==> src/rtl/sum_arbiter_pkg.sv <==
// Shared definitions for the sum adder arbiter: FSM state encoding and the
// default datapath width used by sum, cbrt and the arbiter.
package sum_arbiter_pkg;

  // IDLE arbitrates every cycle; LOCKED keeps the adder with one owner.
  typedef enum logic {
    ST_IDLE   = 1'b0,
    ST_LOCKED = 1'b1
  } state_e;

  // Operand/result width shared with the sum and cbrt units.
  localparam int DEFAULT_WIDTH = 16;

endpackage : sum_arbiter_pkg

==> src/rtl/sum_arbiter_rr_pick.sv <==
// Combinational round-robin priority encoder: scans the request vector
// starting at ptr_i, wrapping around, and reports the first requester found.
module rr_pick #(
  parameter int N_REQ = 2,
  parameter int PTR_W = (N_REQ > 1) ? $clog2(N_REQ) : 1
) (
  input  logic [N_REQ-1:0] req_i,
  input  logic [PTR_W-1:0] ptr_i,
  output logic [N_REQ-1:0] gnt_o,
  output logic [PTR_W-1:0] idx_o,
  output logic             any_o
);

  logic [PTR_W-1:0] cand;

  // Walk the requesters in priority order from ptr_i; the first hit wins.
  always_comb begin
    gnt_o = '0;
    idx_o = '0;
    any_o = 1'b0;
    cand  = '0;
    for (int k = 0; k < N_REQ; k++) begin
      cand = PTR_W'((int'(ptr_i) + k) % N_REQ);
      if (!any_o && req_i[cand]) begin
        any_o       = 1'b1;
        idx_o       = cand;
        gnt_o[cand] = 1'b1;
      end
    end
  end

endmodule : rr_pick

==> src/rtl/sum_arbiter.sv <==
// Round-robin arbiter sharing one combinational adder between N_REQ
// iterative units. A requester may lock the adder for a multi-cycle
// sequence; the lock is bounded to MAX_LOCK consecutive grant cycles
// (MAX_LOCK >= 2) and overruns are flagged in the sticky lock_err_o.
module sum_arbiter
  import sum_arbiter_pkg::*;
#(
  parameter int N_REQ    = 2,
  parameter int WIDTH    = DEFAULT_WIDTH,
  parameter int MAX_LOCK = 64
) (
  input  logic               clk_i,
  input  logic               rst_ni,
  input  logic [N_REQ-1:0]   req_i,
  input  logic [N_REQ-1:0]   lock_i,
  input  logic [N_REQ*WIDTH-1:0] a_in_i,
  input  logic [N_REQ*WIDTH-1:0] b_in_i,
  output logic [N_REQ-1:0]   gnt_o,
  output logic [WIDTH-1:0]   sum_out_o,
  output logic [WIDTH-1:0]   sum_in_a_o,
  output logic [WIDTH-1:0]   sum_in_b_o,
  input  logic [WIDTH-1:0]   sum_result_i,
  output logic               busy_o,
  output logic [N_REQ-1:0]   lock_err_o
);

  localparam int PTR_W = (N_REQ > 1) ? $clog2(N_REQ) : 1;
  localparam int CNT_W = $clog2(MAX_LOCK + 1);

  state_e             state_q, state_d;
  logic [PTR_W-1:0]   ptr_q, ptr_d;
  logic [PTR_W-1:0]   owner_q, owner_d;
  logic [CNT_W-1:0]   lock_cnt_q, lock_cnt_d;
  logic [N_REQ-1:0]   lock_err_q, lock_err_d;

  logic [N_REQ-1:0]   pick_gnt;
  logic [PTR_W-1:0]   pick_idx;
  logic               pick_any;

  logic [N_REQ-1:0]   gnt;
  logic               sel_valid;
  logic [PTR_W-1:0]   sel_idx;

  rr_pick #(
    .N_REQ (N_REQ),
    .PTR_W (PTR_W)
  ) u_pick (
    .req_i (req_i),
    .ptr_i (ptr_q),
    .gnt_o (pick_gnt),
    .idx_o (pick_idx),
    .any_o (pick_any)
  );

  // State register; reset may arrive at any time, including mid-lock.
  always_ff @(posedge clk_i or negedge rst_ni) begin
    if (!rst_ni) begin
      state_q    <= ST_IDLE;
      ptr_q      <= '0;
      owner_q    <= '0;
      lock_cnt_q <= '0;
      lock_err_q <= '0;
    end else begin
      state_q    <= state_d;
      ptr_q      <= ptr_d;
      owner_q    <= owner_d;
      lock_cnt_q <= lock_cnt_d;
      lock_err_q <= lock_err_d;
    end
  end

  // Grant selection and next state. lock_cnt_q holds the number of grant
  // cycles the owner has already had, so the current cycle is grant number
  // lock_cnt_q+1 and the forced release happens on the MAX_LOCK-th grant.
  always_comb begin
    state_d    = state_q;
    ptr_d      = ptr_q;
    owner_d    = owner_q;
    lock_cnt_d = lock_cnt_q;
    lock_err_d = lock_err_q;
    gnt        = '0;
    sel_valid  = 1'b0;
    sel_idx    = '0;
    unique case (state_q)
      ST_IDLE: begin
        if (pick_any) begin
          gnt       = pick_gnt;
          sel_valid = 1'b1;
          sel_idx   = pick_idx;
          ptr_d     = (pick_idx == PTR_W'(N_REQ - 1)) ? '0 : pick_idx + PTR_W'(1);
          if (lock_i[pick_idx]) begin
            state_d    = ST_LOCKED;
            owner_d    = pick_idx;
            lock_cnt_d = CNT_W'(1);
          end
        end
      end
      ST_LOCKED: begin
        if (req_i[owner_q]) begin
          gnt[owner_q] = 1'b1;
          sel_valid    = 1'b1;
          sel_idx      = owner_q;
        end
        if (!req_i[owner_q] || !lock_i[owner_q]) begin
          state_d    = ST_IDLE;
          lock_cnt_d = '0;
        end else if (lock_cnt_q >= CNT_W'(MAX_LOCK - 1)) begin
          state_d             = ST_IDLE;
          lock_cnt_d          = '0;
          lock_err_d[owner_q] = 1'b1;
        end else begin
          lock_cnt_d = lock_cnt_q + CNT_W'(1);
        end
      end
      default: state_d = ST_IDLE;
    endcase
  end

  // Operand mux into the shared adder; idle adder inputs are held at zero.
  always_comb begin
    sum_in_a_o = '0;
    sum_in_b_o = '0;
    if (sel_valid) begin
      sum_in_a_o = a_in_i[int'(sel_idx)*WIDTH +: WIDTH];
      sum_in_b_o = b_in_i[int'(sel_idx)*WIDTH +: WIDTH];
    end
  end

  // Grants are suppressed while reset is held so they drop immediately.
  assign gnt_o      = gnt & {N_REQ{rst_ni}};
  assign sum_out_o  = sum_result_i;
  assign busy_o     = (state_q == ST_LOCKED);
  assign lock_err_o = lock_err_q;

endmodule : sum_arbiter

==> config.mk <==
export PLATFORM = sky130hd
export DESIGN_NAME = sum_arbiter
export DESIGN_NICKNAME = d
export VERILOG_FILES = /design/src/rtl/sum_arbiter_pkg.sv /design/src/rtl/sum_arbiter_rr_pick.sv /design/src/rtl/sum_arbiter.sv
export SDC_FILE = /design/constraint.sdc
export NUM_CORES = 1
export LEC_CHECK = 0
export ABC_AREA = 1
export ABC_CLOCK_PERIOD_IN_PS = 3800
export BUFFER_PORTS_ARGS = -buffer_cell sky130_fd_sc_hd__buf_4
export CORE_ASPECT_RATIO = 0.75
export CORE_UTILIZATION = 38
export CTS_CLUSTER_SIZE = 28
export DETAILED_ROUTE_END_ITERATION = 10
export GPL_TIMING_DRIVEN = 0
export PLACE_DENSITY_LB_ADDON = 0.25
export REMOVE_ABC_BUFFERS = 1
export SLEW_MARGIN = 20
export SYNTH_ARGS = -nofsm -noshare
export SYNTH_HDL_FRONTEND = slang
export SYNTH_SLANG_ARGS = --single-unit
export TNS_END_PERCENT = 10
==> constraint.sdc <==
create_clock -name clk_i -period 3.8 [get_ports clk_i]
set_input_delay 0.76 -clock clk_i [delete_from_list [all_inputs] [get_ports clk_i]]
set_output_delay 0.76 -clock clk_i [all_outputs]
set_load 0.02 [all_outputs]
==> impl_results.md, run 1 <==
* Combinational power share at 71.8%
* CTS tree: done
* Total track usage at 20.3%
* Met2 usage at 31.4%
* Power Dens Cells at 577 mW/mm²
* CTS H-tree depth at 1
* Post-synthesis compound-gate area fraction at 18.0%
* WS Path Type: in -> out
* Vias in the first global route at 1305
* CP Launch Point: req_i[0]
* Register area share after synthesis at 22.7%
* Synth area leader: dfrtp_1
* Register-to-register setup slack at 2250 ps
* Slew Viols, Final at 0
* Fin crit period at 3230 ps
* CP Capture Type: output port
* Fmax at 0.309 GHz
* Simple-gate share of the synthesized area at 37.1%
* # IOs at 139
* ANT cells at 0
* Post-Synth XOR/XNOR Area at 1.99%
* Routed wire length at 4260 µm
* Num CTS Buffers at 3
* Clk slew on worst S/H paths at 60 ps
* Final Skew at 3.49 ps
* GRT Residual Overflow at 0
* Peak supply drop at 0.367 mV
* M1 GR Usage at 26.0%
* Final period util at 85.0%
* Mux share of post-synthesis cell area at 0%
* Drc violations at 0
* Setup TNS at 0 ps
* Sw frac at 50.7%
* Initial antenna violation count at 0
* Post-route design area at 0.00202 mm²
* Crit-path slowest cell: o21bai_4
* Crit path DAT at 2470 ps
* Die area at 0.00372 mm²
* Clock Sinks at 12
* Mapped cell area at 0.00132 mm²
* RSZ-0062 raised after global routing: no
* Routability Congestion at 0.836
* Routing usage on met3 at 9.71%
* Row Count at 18
* Fraction of layout cells with a size suffix above 1 at 37.0%
* CP max stage delay at 650 ps
* Multi-input combinational cell area at 766 µm²
* DRT iter0 DRCs at 70
* Final Total Pwr at 1170 µW
* Final instance count without filler cells at 348
* Required @ worst endpoint at 3040 ps
* P_leak at 0.00113 µW
* Fill cells at 319
* Synth cell types at 20
* Total number of vias at 1641
* Final setup violation count at 0
* Placeable Area at 0.00331 mm²
* CP max FO at 33
* Area grow syn2layout at 52.9%
* Crit path launch type: input port
* Die X at 70.1 µm
* CP endpoint: sum_in_a_o[5]
* ANT nets after route at 0
* Vias per inst at 4.72
* FF/Latch Area at 300 µm²
* Hold Buf Count CTS at 0
* DRT Pass-1 Iters at 4
* Clk_lat worst skew at 240 ps
* Worst-Margin Slew at 1040 ps
* CTS root buffer: clkbuf_8
* Die H at 53.0 µm
* Yosys warnings at 0
* Worst reg-to-reg path cell count at 8
* Nets@finish at 396
* Post-synth top area share at 22.7%
* Hold Vio Cnt, Final at 0
* Setup Fix Bufs, Post-CTS at 0
* Largest family of logic cells by synthesized area: simple AND/OR/NAND/NOR gates
* Maxcap violations at 0
* Adder-Cell Fraction of Synth Area at 0.948%
* Top cells by area, synth: dfrtp_1 23%, nor2_1 22%, nand2_1 12%
* Max-slew headroom at 30.5%
* Post_cts resized at 0
* Net Switching at 591 µW
* Routed length per placed instance at 12.2 µm
* Largest net degree at the start of global routing at 34
* FF-to-FF Start: lock_cnt_q[0]
* Placed cells at 344
* Seq cells post-synth at 12
* Placed cell areas at 0.00196 mm²
* Power share of the sequential group at 15.9%
* CTS Buffer Depth at 2
* Outcome: finished, final reports clean
* Mapped Avg Cell Area at 5.89 µm²
* Clock power frac at 12.2%
* HP Class: in -> async
* R2R Path End: lock_cnt_q[0]
* DP HPWL at 3230 µm
* First-pass GRT wire length at 5870 µm
* Post-synthesis cell count at 224
* Port bufs at 106
* Crit-path cells: buf_4 -> nand2_1 -> nand2_1 -> o21bai_4 -> inv_4 -> o21ai_1 -> nor2_1 -> buf_4
* Power Internal at 575 µW
* Busiest grt layer: met2
* Starting Density at 39.9%
==> flip-flops by register name, indices dropped and copies added (netlist names) <==
register    flops
lock_cnt_q      7
lock_err_o      2
busy_o          1
owner_q         1
ptr_q           1
==> how the worst min path moves through the flow <==
| stage | to | slack (ps) |
|---|---|---|
| 6_report | lock_cnt_q[6] | 350 |
| 5_1_grt | ptr_q | 350 |
| 4_1_cts | ptr_q | 350 |
| 3_5_place_dp | lock_err_o[1] | 470 |
| 3_3_place_gp | lock_err_o[0] | 470 |
| 2_1_floorplan | busy_o | 460 |
==> cell families after synthesis <==
group	after synthesis
simple gates	126
compound gates	43
xor+xnor	3
flops	12
buf+inv	39
fa+ha+maj	1
==> layout make-up <==
type                    instances  area share [%]
flip-flops and latches         12            14.9
inverters                      13            2.54
clock buffers                   4            2.73
well taps                      40            2.48
repair buffers                106            39.4
multi-input cells             173            37.9
==> per-stage QoR <==
stage               setup WS (ps)  hold WS (ps)  util [%]
finish                        568           349      61.0
global route                  361           349      61.0
CTS                           581           352      61.0
detailed placement            583           468      59.3
global placement              545           466      59.3
floorplan                    1100           464         -
==> worst max-delay path, delay by kind of cell <==
kind	cells	cell delay [ps]
AO/OA/AOI/OAI	2	850
buffers and inverters	3	580
AND/OR/NAND/NOR	3	270
==> synthesized netlist by cell type <==
library cell,n
buf_2,3
inv_4,1
o21ai_2,1
o21bai_1,2
a21oi_1,1
dfrtp_1,12
ha_1,1
xor2_1,3
inv_1,11
inv_2,1
nand3_1,6
nand4_1,2
buf_6,4
buf_4,19
o21ai_0,10
nand2_1,41
o21bai_4,1
o21ai_1,28
nand3b_1,1
nor2_1,76
==> power by group through the flow <==
| stage | clock network (µW) | registers (µW) | logic (µW) |
|---|---|---|---|
| 3_5_place_dp | 0 | 187 | 836 |
| 6_report | 142 | 186 | 837 |
| 3_3_place_gp | 0 | 187 | 835 |
| 4_1_cts | 146 | 185 | 840 |
| 2_1_floorplan | 0 | 182 | 485 |
| 5_1_grt | 154 | 191 | 916 |
==> metal layers <==
layer	vias to the layer above	wire, µm	part of all wire (%)
met2	59	2000	47
met3	4	347	8.2
met4	0	13	0.31
met1	715	1900	45
li1	863	-	-
met5	-	0	0
==> cells in the final DEF (no fill, tap or decap), drive strengths merged <==
| cell type | instances |
|---|---|
| a21oi | 1 |
| buf | 106 |
| clkbuf | 4 |
| dfrtp | 12 |
| ha | 1 |
| inv | 13 |
| nand2 | 41 |
| nand3 | 6 |
| nand3b | 1 |
| nand4 | 2 |
| nor2 | 76 |
| o21ai | 39 |
| o21bai | 3 |
| xor2 | 3 |
Power figures use the tool's default switching activity.
==> run 2, diff against run 1 <==
ABC_CLOCK_PERIOD_IN_PS = 2650   (was 3800)
CORE_UTILIZATION = 32   (was 38)
GPL_ROUTABILITY_DRIVEN = 0   (was default)
clock period = 2.65 ns   (was 3.8 ns; I/O delays follow)
==> impl_results.md, run 2 (synthesis results as in run 1) <==
* Clk_lat worst skew at 230 ps
* Post-route design area at 0.00208 mm²
* HP Class: in -> async
* Die area at 0.00439 mm²
* Placed cell areas at 0.00198 mm²
* CP max stage delay at 590 ps
* Peak supply drop at 0.448 mV
* Largest net degree at the start of global routing at 34
* Slew Viols, Final at 0
* P_leak at 0.00116 µW
* RSZ-0062 raised after global routing: no
* Die H at 57.6 µm
* ANT nets after route at 0
* Worst-Margin Slew at 731 ps
* Power Dens Cells at 818 mW/mm²
* Most frequent cells in the layout: 111 x buf_4, 76 x nor2_1, 41 x nand2_1
* Net Switching at 870 µW
* CP Capture Type: output port
* ANT cells at 0
* Fmax at 0.412 GHz
* Row Count at 19
* Total track usage at 21.1%
* CTS Buffer Depth at 2
* Final Skew at 0.745 ps
* Num CTS Buffers at 3
* Crit-path slowest cell: o21ai_4
* DRT Pass-1 Iters at 4
* CTS H-tree depth at 1
* Routed length per placed instance at 12.8 µm
* Commonest non-fill, non-tap cell in the layout: buf_4
* Vias in the first global route at 1500
* Max-slew headroom at 51.1%
* Routed wire length at 4670 µm
* Initial antenna violation count at 0
* Total number of vias at 1687
* Vias per inst at 4.62
* Maxcap violations at 0
* Placeable Area at 0.00380 mm²
* Crit-path cells: buf_4 -> o21ai_4 -> o21ai_1 -> nor2_1 -> buf_4
* Hold Vio Cnt, Final at 0
* Area grow syn2layout at 57.9%
* WS Path Type: reg -> out
* GRT Residual Overflow at 0
* Starting Density at 34.7%
* CP Launch Point: busy_o
* Combinational power share at 75.9%
* Register-to-register setup slack at 1110 ps
* DP HPWL at 3360 µm
* DRT iter0 DRCs at 111
* Largest register FFs at 7
* Final period util at 91.7%
* CTS tree: done
* Hold Buf Count CTS at 0
* Final Total Pwr at 1710 µW
* Clock Sinks at 12
* Port bufs at 106
* Reg with most FFs: lock_cnt_q
* Fin crit period at 2430 ps
* CP dominant cell by count: buf_4
* First-pass GRT wire length at 7340 µm
* Crit path launch type: flip-flop
* Final setup violation count at 0
* Clock power frac at 9.4%
* Fraction of layout cells with a size suffix above 1 at 38.3%
* Nets@finish at 402
* Required @ worst endpoint at 2120 ps
* Outcome: finished, final reports clean
* FF-to-FF Start: lock_cnt_q[0]
* CP max FO at 32
* Clk slew on worst S/H paths at 50 ps
* Power Internal at 836 µW
* Drc violations at 0
* Sw frac at 51.0%
* Crit path DAT at 1900 ps
* Die X at 76.2 µm
* Power share of the sequential group at 14.7%
* CTS root buffer: clkbuf_8
* # IOs at 139
-- run 2: cell types whose count changed in the layout (fill, tap and decap cells not counted) --
cell / previous run / this run
buf_4: 106 / 111
dfrtp_2: 0 / 1
o21ai_4: 0 / 1
o21bai_4: 1 / 2
dfrtp_1: 12 / 11
o21ai_2: 1 / 0
clkbuf_8: 4 / 3
-- run 2: power by group through the flow --
stage               logic (µW)  registers [µW]  clock network [µW]
CTS                       1230             272                 166
floorplan                  695             262                   0
global route              1420             256                 173
global placement          1210             268                   0
finish                    1290             251                 161
detailed placement        1210             267                   0
-- run 2: final timing paths --
| kind | end | depth (start not counted) |
|---|---|---|
| setup / recovery | sum_in_a_o[14] | 5 |
| hold / removal | lock_err_o[0] | 1 |
| setup reg to reg | lock_cnt_q[0] | 8 |
| hold reg to reg | lock_err_o[1] | 1 |
| max in group asynchronous | busy_o | 1 |
| min in group clk_i | lock_err_o[1] | 1 |
-- run 2: layer usage --
metal	part of all wire, %	vias up	wire [µm]	track usage, %
li1	-	880	-	-
met1	43	729	2020	26.7
met2	48	76	2220	34.3
met3	8.7	2	408	8.50
met4	0.45	0	21	4.12
met5	0	-	0	1.11
-- run 2: metrics by stage --
step | hold WS [ps] | std cells | util [%] | setup TNS (ps) | setup slack, ps
after floorplan | 234 | 198 | - | 0 | 379
after global placement | 384 | 356 | 52.0 | -4910 | -189
after detailed placement | 382 | 356 | 52.0 | -4610 | -179
after CTS | 132 | 360 | 53.6 | 0 | 12.6
after global routing | 137 | 365 | 54.8 | 0 | 32.4
final | 127 | 365 | 54.8 | 0 | 221
-- run 2: critical path, delay by kind of cell (launching register included) --
family / cells / cell delay, ps
buffers and inverters: 2 / 310
AND/OR/NAND/NOR: 1 / 140
flip-flops: 1 / 420
AO/OA/AOI/OAI: 2 / 780
-- run 2: area by class of cell --
cell class,count,area (µm²)
clock buffers,3,41.3
fillers,395,1720
inverters,13,51.3
multi-input cells,174,792
flip-flops and latches,12,302
well taps,52,65.1
repair buffers,111,833
-- run 2: timing repair --
item	CTS	global route
pin swaps	1	1
setup endpoints to repair	33	32
buffers inserted	0	5
resized for setup	2	1
cloned	1	0
